[config.mk]
export PLATFORM = sky130hd
export DESIGN_NAME = cc_seq_alu
export DESIGN_NICKNAME = d
export VERILOG_FILES = /design/src/rtl/cc_seq_alu_pkg.sv /design/src/rtl/cc_seq_alu_shifter.sv /design/src/rtl/cc_seq_alu.sv
export SDC_FILE = /design/constraint.sdc
export NUM_CORES = 1
export LEC_CHECK = 0
export BUFFER_PORTS_ARGS = -buffer_cell sky130_fd_sc_hd__buf_2
export CAP_MARGIN = 20
export CORE_MARGIN = 4
export CORE_UTILIZATION = 40
export CTS_CLUSTER_DIAMETER = 50
export DETAILED_ROUTE_END_ITERATION = 7
export PLACE_DENSITY_LB_ADDON = 0.1
export SLEW_MARGIN = 20
export SYNTH_ARGS = -nofsm -noshare
export SYNTH_HDL_FRONTEND = slang
export SYNTH_SLANG_ARGS = --single-unit
[constraint.sdc]
create_clock -name CC_SEQ_ALU_CLOCK_50 -period 8.74 [get_ports CC_SEQ_ALU_CLOCK_50]
set_input_delay 2.622 -clock CC_SEQ_ALU_CLOCK_50 [delete_from_list [all_inputs] [get_ports CC_SEQ_ALU_CLOCK_50]]
set_output_delay 2.622 -clock CC_SEQ_ALU_CLOCK_50 [all_outputs]
set_load 0.02 [all_outputs]
[src/rtl/cc_seq_alu_pkg.sv]
// Shared opcodes, FSM encoding, shifter modes and flag indices for cc_seq_alu.
package cc_seq_alu_pkg;

  localparam logic [3:0] OP_ANDCC  = 4'b0000;
  localparam logic [3:0] OP_ORCC   = 4'b0001;
  localparam logic [3:0] OP_NORCC  = 4'b0010;
  localparam logic [3:0] OP_ADDCC  = 4'b0011;
  localparam logic [3:0] OP_SRL    = 4'b0100;
  localparam logic [3:0] OP_AND    = 4'b0101;
  localparam logic [3:0] OP_OR     = 4'b0110;
  localparam logic [3:0] OP_NOR    = 4'b0111;
  localparam logic [3:0] OP_ADD    = 4'b1000;
  localparam logic [3:0] OP_SUBCC  = 4'b1001;
  localparam logic [3:0] OP_SLL    = 4'b1010;
  localparam logic [3:0] OP_SRA    = 4'b1011;
  localparam logic [3:0] OP_SEXT13 = 4'b1100;
  localparam logic [3:0] OP_INC    = 4'b1101;
  localparam logic [3:0] OP_INCPC  = 4'b1110;
  localparam logic [3:0] OP_F      = 4'b1111;

  typedef enum logic [1:0] {
    ST_IDLE = 2'd0,
    ST_BUSY = 2'd1,
    ST_DONE = 2'd2
  } state_t;

  typedef enum logic [1:0] {
    SH_SRL = 2'd0,
    SH_SLL = 2'd1,
    SH_SRA = 2'd2,
    SH_MUL = 2'd3
  } shift_mode_t;

  localparam int unsigned NUM_FLAGS = 4;
  localparam int unsigned FLAG_C    = 0;
  localparam int unsigned FLAG_V    = 1;
  localparam int unsigned FLAG_Z    = 2;
  localparam int unsigned FLAG_N    = 3;

endpackage

[src/rtl/cc_seq_alu_shifter.sv]
// One iteration step of the sequential ALU: single-bit SRL/SLL/SRA, plus a
// shift-add multiply step when CC_SEQ_ALU_MUL_EN is defined.
module cc_seq_alu_shifter
  import cc_seq_alu_pkg::*;
#(
  parameter int unsigned WIDTH = 32
) (
  input  shift_mode_t       mode,
  input  logic [WIDTH-1:0]  work,
`ifdef CC_SEQ_ALU_MUL_EN
  input  logic [WIDTH-1:0]  mcand,
  input  logic [WIDTH-1:0]  acc,
  output logic [WIDTH-1:0]  mcand_c,
  output logic [WIDTH-1:0]  acc_c,
`endif
  output logic [WIDTH-1:0]  work_c
);

  always_comb begin
    work_c = work;
    case (mode)
      SH_SRL: work_c = {1'b0, work[WIDTH-1:1]};
      SH_SLL: work_c = {work[WIDTH-2:0], 1'b0};
      SH_SRA: work_c = {work[WIDTH-1], work[WIDTH-1:1]};
      SH_MUL: work_c = {1'b0, work[WIDTH-1:1]};
    endcase
`ifdef CC_SEQ_ALU_MUL_EN
    // work holds the multiplier (consumed LSB first), mcand doubles each step
    mcand_c = {mcand[WIDTH-2:0], 1'b0};
    acc_c   = work[0] ? acc + mcand : acc;
`endif
  end

endmodule

[src/rtl/cc_seq_alu.sv]
// Multi-cycle ALU with start/done handshake and N/Z/V/C register.
// Define CC_SEQ_ALU_MUL_EN to turn opcode 1111 into an iterative UMULCC.
module cc_seq_alu
  import cc_seq_alu_pkg::*;
#(
  parameter int unsigned DATAWIDTH_BUS           = 32,
  parameter int unsigned DATAWIDTH_ALU_SELECTION = 4,
  parameter int unsigned SHAMT_WIDTH             = $clog2(DATAWIDTH_BUS)
) (
  input  logic                               CC_SEQ_ALU_CLOCK_50,
  input  logic                               CC_SEQ_ALU_RESET_InLow,
  input  logic                               CC_SEQ_ALU_Start_InHigh,
  input  logic [DATAWIDTH_ALU_SELECTION-1:0] CC_SEQ_ALU_Selection_In,
  input  logic [DATAWIDTH_BUS-1:0]           CC_SEQ_ALU_DataBUSA_In,
  input  logic [DATAWIDTH_BUS-1:0]           CC_SEQ_ALU_DataBUSB_In,
  output logic [DATAWIDTH_BUS-1:0]           CC_SEQ_ALU_DataBUS_Out,
  output logic                               CC_SEQ_ALU_Busy_OutHigh,
  output logic                               CC_SEQ_ALU_Done_OutHigh,
  output logic                               CC_SEQ_ALU_Negative_OutHigh,
  output logic                               CC_SEQ_ALU_Zero_OutHigh,
  output logic                               CC_SEQ_ALU_Overflow_OutHigh,
  output logic                               CC_SEQ_ALU_Carry_OutHigh
);

  localparam int unsigned W     = DATAWIDTH_BUS;
  localparam int unsigned CNT_W = SHAMT_WIDTH + 1;

  logic                   clk, rst_n, start;
  logic [3:0]             sel;
  logic [W-1:0]           a, b;
  logic [SHAMT_WIDTH-1:0] shamt;

  assign clk   = CC_SEQ_ALU_CLOCK_50;
  assign rst_n = CC_SEQ_ALU_RESET_InLow;
  assign start = CC_SEQ_ALU_Start_InHigh;
  assign sel   = 4'(CC_SEQ_ALU_Selection_In);
  assign a     = CC_SEQ_ALU_DataBUSA_In;
  assign b     = CC_SEQ_ALU_DataBUSB_In;
  assign shamt = b[SHAMT_WIDTH-1:0];

  state_t                state, state_next;
  shift_mode_t           mode, mode_next;
  logic [W-1:0]          result, result_c, work, work_next, step_work_c;
  logic [NUM_FLAGS-1:0]  flags, flags_c, op_flags_c;
  logic [CNT_W-1:0]      cnt, cnt_next;
  logic                  busy, busy_c, done, done_c;
  logic [W-1:0]          op_res_c;
  logic                  op_cc_c, is_shift_c, multi_c;
  logic [W:0]            add_ext, sub_ext;
`ifdef CC_SEQ_ALU_MUL_EN
  logic [W-1:0]          mcand, mcand_next, acc, acc_next, step_mcand_c, step_acc_c;
`endif

  cc_seq_alu_shifter #(.WIDTH(W)) u_shifter (
    .mode    (mode),
    .work    (work),
`ifdef CC_SEQ_ALU_MUL_EN
    .mcand   (mcand),
    .acc     (acc),
    .mcand_c (step_mcand_c),
    .acc_c   (step_acc_c),
`endif
    .work_c  (step_work_c)
  );

  // Single-cycle result and flag candidates for the opcode on the bus
  always_comb begin
    add_ext    = {1'b0, a} + {1'b0, b};
    sub_ext    = {1'b0, a} - {1'b0, b};
    op_res_c   = a;
    op_cc_c    = 1'b0;
    op_flags_c = '0;
    case (sel)
      OP_ANDCC:  begin op_res_c = a & b;    op_cc_c = 1'b1; end
      OP_ORCC:   begin op_res_c = a | b;    op_cc_c = 1'b1; end
      OP_NORCC:  begin op_res_c = ~(a | b); op_cc_c = 1'b1; end
      OP_ADDCC: begin
        op_res_c           = add_ext[W-1:0];
        op_cc_c            = 1'b1;
        op_flags_c[FLAG_C] = add_ext[W];
        op_flags_c[FLAG_V] = (a[W-1] == b[W-1]) && (add_ext[W-1] != a[W-1]);
      end
      OP_SUBCC: begin
        op_res_c           = sub_ext[W-1:0];
        op_cc_c            = 1'b1;
        op_flags_c[FLAG_C] = sub_ext[W];
        op_flags_c[FLAG_V] = (a[W-1] != b[W-1]) && (sub_ext[W-1] != a[W-1]);
      end
      OP_AND:    op_res_c = a & b;
      OP_OR:     op_res_c = a | b;
      OP_NOR:    op_res_c = ~(a | b);
      OP_ADD:    op_res_c = add_ext[W-1:0];
      OP_SEXT13: op_res_c = {{(W-13){a[12]}}, a[12:0]};
      OP_INC:    op_res_c = a + W'(1);
      OP_INCPC:  op_res_c = a + W'(4);
`ifdef CC_SEQ_ALU_MUL_EN
      OP_F:      op_res_c = '0;
`else
      OP_F:      op_res_c = $signed(a) >>> 5;
`endif
      default:   op_res_c = a;
    endcase
    op_flags_c[FLAG_N] = op_res_c[W-1];
    op_flags_c[FLAG_Z] = (op_res_c == '0);
  end

  always_comb begin
    is_shift_c = (sel == OP_SRL) || (sel == OP_SLL) || (sel == OP_SRA);
    multi_c    = is_shift_c && (shamt != '0);
`ifdef CC_SEQ_ALU_MUL_EN
    if (sel == OP_F) multi_c = 1'b1;
`endif
  end

  always_ff @(posedge clk) begin
    if (!rst_n) state <= ST_IDLE;
    else        state <= state_next;
  end

  always_comb begin
    state_next = state;
    case (state)
      ST_BUSY: if (cnt == CNT_W'(1)) state_next = ST_DONE;
      default: begin
        if (start) state_next = multi_c ? ST_BUSY : ST_DONE;
        else       state_next = ST_IDLE;
      end
    endcase
  end

  // Next values of the registered outputs and the iteration datapath
  always_comb begin
    result_c  = result;
    flags_c   = flags;
    work_next = work;
    cnt_next  = cnt;
    mode_next = mode;
    busy_c    = (state_next == ST_BUSY);
    done_c    = (state_next == ST_DONE);
`ifdef CC_SEQ_ALU_MUL_EN
    mcand_next = mcand;
    acc_next   = acc;
`endif
    case (state)
      ST_BUSY: begin
        work_next = step_work_c;
        cnt_next  = cnt - CNT_W'(1);
`ifdef CC_SEQ_ALU_MUL_EN
        mcand_next = step_mcand_c;
        acc_next   = step_acc_c;
`endif
        if (cnt == CNT_W'(1)) begin
          result_c = step_work_c;
`ifdef CC_SEQ_ALU_MUL_EN
          if (mode == SH_MUL) begin
            result_c        = step_acc_c;
            flags_c[FLAG_N] = step_acc_c[W-1];
            flags_c[FLAG_Z] = (step_acc_c == '0);
            flags_c[FLAG_V] = 1'b0;
            flags_c[FLAG_C] = 1'b0;
          end
`endif
        end
      end
      default: begin
        if (start) begin
          if (multi_c) begin
            work_next = a;
            cnt_next  = CNT_W'(shamt);
            mode_next = (sel == OP_SRL) ? SH_SRL : (sel == OP_SLL) ? SH_SLL : SH_SRA;
`ifdef CC_SEQ_ALU_MUL_EN
            if (sel == OP_F) begin
              work_next  = b;
              mcand_next = a;
              acc_next   = '0;
              cnt_next   = CNT_W'(W);
              mode_next  = SH_MUL;
            end
`endif
          end else begin
            result_c = op_res_c;
            if (op_cc_c) flags_c = op_flags_c;
          end
        end
      end
    endcase
  end

  always_ff @(posedge clk) begin
    if (!rst_n) begin
      result <= '0;
      flags  <= '0;
      busy   <= 1'b0;
      done   <= 1'b0;
      work   <= '0;
      cnt    <= '0;
      mode   <= SH_SRL;
`ifdef CC_SEQ_ALU_MUL_EN
      mcand  <= '0;
      acc    <= '0;
`endif
    end else begin
      result <= result_c;
      flags  <= flags_c;
      busy   <= busy_c;
      done   <= done_c;
      work   <= work_next;
      cnt    <= cnt_next;
      mode   <= mode_next;
`ifdef CC_SEQ_ALU_MUL_EN
      mcand  <= mcand_next;
      acc    <= acc_next;
`endif
    end
  end

  assign CC_SEQ_ALU_DataBUS_Out      = result;
  assign CC_SEQ_ALU_Busy_OutHigh     = busy;
  assign CC_SEQ_ALU_Done_OutHigh     = done;
  assign CC_SEQ_ALU_Negative_OutHigh = flags[FLAG_N];
  assign CC_SEQ_ALU_Zero_OutHigh     = flags[FLAG_Z];
  assign CC_SEQ_ALU_Overflow_OutHigh = flags[FLAG_V];
  assign CC_SEQ_ALU_Carry_OutHigh    = flags[FLAG_C];

endmodule
### After elaboration in Yosys (flattened, before gate mapping)

Cells that the tools add are included.
W data, S select, Z words.

| word-level totals | value |
|---|---|
| logic and storage cells | 87 |
| memories | 0 |
| memory bits (writable) | 0 |
| bits in registers | 80 |
| ROM bits | 0 |
| bits in latches | 0 |

| operators by class | value |
|---|---|
| bitwise operators | 5 |
| shifts and indexed selects | 0 |
| add/sub/neg operators | 5 |
| order comparisons | 0 |
| equality and inequality tests | 28 |
| mux-type cells | 20 |
| $mul | 0 |
| divide/modulo/power cells | 0 |
| reductions and logical operators | 21 |

Operators with widths:

| operator | number |
|---|---|
| $pmux W32 S9 | 1 |
| $mux W32 | 7 |
| $pmux W32 S3 | 1 |
| $add A32 B32 Y33 | 1 |
| $sub A32 B32 Y33 | 1 |
| $add A32 B1 Y32 const B | 1 |
| $add A32 B3 Y32 const B | 1 |
| $and A32 B32 Y32 | 1 |
| $eq A4 B4 Y1 const B | 8 |
| $logic_not A32 Y1 | 1 |
| $not A32 Y32 | 1 |
| $or A32 B32 Y32 | 1 |
| $mux W6 | 3 |
| $eq A4 B3 Y1 const B | 4 |
| $mux W2 | 6 |
| $reduce_or A2 Y1 | 5 |
| $eq A4 B2 Y1 const B | 2 |
| $eq A2 B1 Y1 const B | 3 |
| $eq A2 B2 Y1 const B | 3 |
| $eq A6 B1 Y1 const B | 1 |
| $reduce_and A3 Y1 | 2 |
| $sub A6 B1 Y6 const B | 1 |
| $reduce_bool A5 Y1 | 1 |
| $reduce_or A5 Y1 | 1 |
| other kinds (15) | 22 |

### Longest topological paths before layout

| logic depth | value |
|---|---|
| depth in word-level cells | 8 |
| depth in mapped cells | 16 |
| mapped depth without buffers | 14 |

### Hierarchy

Synthesis repeated with hierarchy kept, for this count alone.

| unflattened totals | value |
|---|---|
| cell total of the unflattened synthesis | 1813 |
| area total of the unflattened synthesis | 12254.3 um^2 |

Modules (own cells, without submodules):

| module | area each (um^2) | cells each | instances |
|---|---|---|---|
| cc_seq_alu | 11673.7 | 1701 | 1 |
| cc_seq_alu_shifter | 580.6 | 112 | 1 |

### Least setup slack after synthesis

No wires, ideal clock.

| path | value |
|---|---|
| path kind | in2reg |
| start point | input port CC_SEQ_ALU_DataBUSA_In[12] |
| end point | register flags[2] |
| slack | 2.618 ns |
| data required time | 8.681 ns |
| arrival time | 6.062 ns |
| stages | 15 |
| cells stage by stage | clkbuf_1 -> inv_1 -> ha_1 -> buf_6 -> or4_4 -> nand4b_4 -> a31o_1 -> and3_4 -> mux2_4 -> a2111oi_4 -> o22ai_1 -> or4_1 -> nor4_1 -> nand4_1 -> nand2_1 |

| on the way | value |
|---|---|
| word-level cells in the longest chain between the ends | 4 |

RTL lines:

| what | RTL line | source |
|---|---|---|
| from (decl) | cc_seq_alu.sv:14 | `input logic [DATAWIDTH_BUS-1:0] CC_SEQ_ALU_DataBUSA_In,` |
| parallel branches: the longest is 2 deep, another holds $add A32 B3 Y32 | n/a |  |
| $pmux W32 S9 * | cc_seq_alu.sv:73 | `case (sel)` |
| $logic_not A32 Y1 * | cc_seq_alu.sv:104 | `op_flags_c[FLAG_Z] = (op_res_c == '0);` |
| to (signal assigned) | cc_seq_alu.sv:204 | `flags <= flags_c;` |
| to (decl) | cc_seq_alu.sv:44 | `logic [NUM_FLAGS-1:0] flags, flags_c, op_flags_c;` |

Every way passes the cells marked *.
A chain may end at the register's enable or synchronous reset.

### Worst setup path in the final report

| path | value |
|---|---|
| start point | input port CC_SEQ_ALU_DataBUSA_In[2] |
| end point | register flags[2] |

Same word-level chain as after synthesis.

==> impl_metrics.csv <==
group,metric,value,unit
clock_tree,clk_latency,0.33,ns
synth,yosysMostFrequentCell,"nor2_1",
min_path,min-delay-start,"CC_SEQ_ALU_DataBUS_Out[17]",
synth,synth_area,11700,µm²
layout,fillers,3076,
floorplan,rows,62,
synth,synth.top_cell.area_share,0.137,
layout,layout-drive-gt1-share,0.112,
synth,yosys.area.top_type,"dfxtp_1",
layout,final_nets,1914,
route,final_antenna_net_count,0,
clock_tree,cts_buffers,9,
setup_path,end_kind,"flip-flop",
job,maxCapViolations,0,
synth,postSynthNetCount,1903,
clock_tree,cts_hold_buf,0,
synth,synth_cell_types,87,
layout,seqCellArea,1600,µm²
power,irDropWorstVdd,0.000102,V
layout,multiInputGateArea,9220,µm²
synth,synthFlopType,"dfxtp_1",
synth,ys_seq_area_frac,0.137,
floorplan,die_h,179,µm
placed_design,portBuffers,108,
route,dr.pass1.iters,6,
layout,syn_to_final_growth,8.84,%
clock_tree,cts-root-buf,"clkbuf_16",
outcome,status,"complete, no violations",
sta,fin_crit,6.84,ns
global_routing,grt_pass1_wl,79.6,mm
placed_design,post-dp-hpwl,40.7,mm
sta,fmax,146,MHz
sta,slew_headroom,0.286,
synth,synthTopCellsByArea,"dfxtp_1 (14%), ha_1 (12%), a21oi_1 (6.5%)",
setup_path,reg2reg_depth,11,
sta,setup_viol,0,
sta,fin_ws,1.90,ns
min_path,worstHoldPathCells,2,
synth,yosys_warnings,0,
sta,drv_slew,0,
synth,ys_top_cells_by_count,"nor2_1 (182), nand2_1 (172), a21oi_1 (153), ha_1 (110), clkbuf_1 (106)",
clock_tree,cts_buffer_depth,2,
min_path,holdCritPathClass,"flip-flop to flip-flop",
global_routing,grt_pass1_vias,12672,
synth,ys_seq_elements,80,
clock_tree,postCtsSetupBuffers,0,
setup_path,cp_max_fo,12,
setup_path,regToRegStartpoint,"state[1]",
power,leakage,5.26,nW
synth,syn_avg_cell_area,6.81,µm²
clock_tree,clkSinkCount,80,
route,dr.first_iter.drc_count,2032,
layout,fin_cells,2121,
route,vias,14132,
sta,setup_tns,0,ns
sta,clock_skew,0.00873,ns
route,drc,0,
global_routing,antenna_found_initial,1,
setup_path,critPathKind,"input port to flip-flop",
sta,hold_violations,0,
global_routing,grt_max_degree,68,
power,p_per_area,119,nW/µm²
setup_path,r2r_end,"flags[2]",
clock_tree,h-tree-depth,3,
floorplan,coreArea,28800,µm²
synth,postSynthCellCount,1720,
sta,worst_pin_slew,1.07,ns
route,wire_per_inst,25.3,µm
floorplan,die_area,32100,µm²
floorplan,pin_count,109,
min_path,whs_endpoint,"CC_SEQ_ALU_DataBUS_Out[17]",
global_routing,grt_usage,0.321,
setup_path,rrSetupSlack,4.72,ns
placed_design,gp_congestion,0.982,
setup_path,cp.required,9.02,ns
floorplan,initial_core_util,0.407,
clock_tree,clkSlewWorstSetupHoldPaths,0.06,ns
synth,synthArstFlopShare,0,
placed_design,dpl_worst_slack,1.74,ns
route,wirelength,53.8,mm
sta,rsz0062_at_grt,"false",
clock_tree,cts_tree,"yes",
clock_tree,ctsResizeCount,0,
setup_path,startpoint_type,"input port",
floorplan,die_w,179,µm
setup_path,cp.arrival,7.12,ns
placed_design,place_inst,2104,
global_routing,grt_overflow,0,
synth,synth-edff-count,0,
sta,finalCritPeriodShare,0.782,
route,via_per_inst,6.66,
state kept, by name, indices dropped and copies added (netlist names):
name / count
CC_SEQ_ALU_DataBUS_Out: 32
flags: 4
cnt: 6
CC_SEQ_ALU_Busy_OutHigh: 1
mode: 2
state: 2
work: 32
CC_SEQ_ALU_Done_OutHigh: 1
how the worst max path moves through the flow:
stage                     cells past startpoint  slack, ns       end                        from
after floorplan                              15       2.62  flags[2]  CC_SEQ_ALU_DataBUSA_In[12]
after global routing                         14       1.74  flags[2]   CC_SEQ_ALU_DataBUSA_In[7]
final                                        14       1.90  flags[2]   CC_SEQ_ALU_DataBUSA_In[2]
after CTS                                    14       2.07  flags[2]   CC_SEQ_ALU_DataBUSA_In[2]
after global placement                       14       1.78  flags[2]   CC_SEQ_ALU_DataBUSA_In[2]
after detailed placement                     14       1.74  flags[2]   CC_SEQ_ALU_DataBUSA_In[2]
final cells by class:
cell class | count | share of cell area
Multi-Input combinational cell | 1399 | 0.724
Sequential cell | 80 | 0.126
Timing Repair Buffer | 134 | 0.0577
Tap cell | 384 | 0.0377
Inverter | 107 | 0.0315
Clock buffer | 13 | 0.0204
Clock inverter | 3 | 0.00314
Antenna cell | 1 | 0.000196
worst max-delay path, stage by stage:
cell and delay (ns):
buf_2 0.22, inv_1 0.07, ha_1 0.49, nor3_1 0.15, o311ai_1 0.70, a31o_1 0.42, and3_4 0.27, mux2_4 0.31
a2111oi_4 0.42, o22ai_1 0.22, or4_1 0.63, nor4_1 0.36, nand4_1 0.13, nand2_1 0.09
power breakdown:
part           leakage [nW]  internal (mW)  switching, mW
clock network         0.150          0.236          0.146
registers             0.655          0.392         0.0168
logic                  4.46          0.236          0.496
layout by cell type (no fill, tap or decap), types with 7 or more instances in the layout:
master	instances
buf_2	108
a311oi_1	8
o221ai_1	14
nand2_1	172
xor2_1	12
nand4_1	23
a21boi_0	11
a21oi_1	152
mux2i_1	17
a221o_1	14
xnor2_1	7
o31ai_1	7
inv_1	104
nor2_1	181
o211ai_1	29
a31oi_1	34
ha_1	110
clkbuf_16	9
o21bai_1	8
o2111ai_1	9
dfxtp_1	80
a21o_1	21
o22ai_1	8
o21ai_0	88
nor3_1	51
a221oi_1	33
nand2b_1	17
nor4_1	17
a211oi_1	45
or4_1	11
nand3_1	51
nor2b_1	25
o211a_1	9
and2_1	10
a22oi_1	24
and3_1	13
buf_4	26
or3_1	12
cells by family after synthesis:
family          after synthesis  synth area share
simple gates                626             0.259
fa+ha+maj                   112             0.121
mux                          24            0.0216
flops                        80             0.137
buf+inv                     241            0.0797
compound gates              618             0.368
xor+xnor                     19            0.0142
layer usage:
metal,share of wire,vias up,track usage
met3,0.11,115,0.0565
met5,0,-,0
met1,0.43,6684,0.463
met2,0.43,907,0.486
li1,-,6426,-
met4,0.033,0,0.0931
stage by stage:
stage                util  instance area, µm²  hold WS, ns  power [mW]
CTS                 0.443               12700        0.450        1.50
detailed placement  0.432               12400        0.442        1.12
global route        0.443               12700        0.481        1.60
finish              0.443               12700        0.447        1.52
floorplan               -               11700        0.449       0.875
global placement    0.432               12400        0.436        1.12
(Power assumes the default switching activity.)
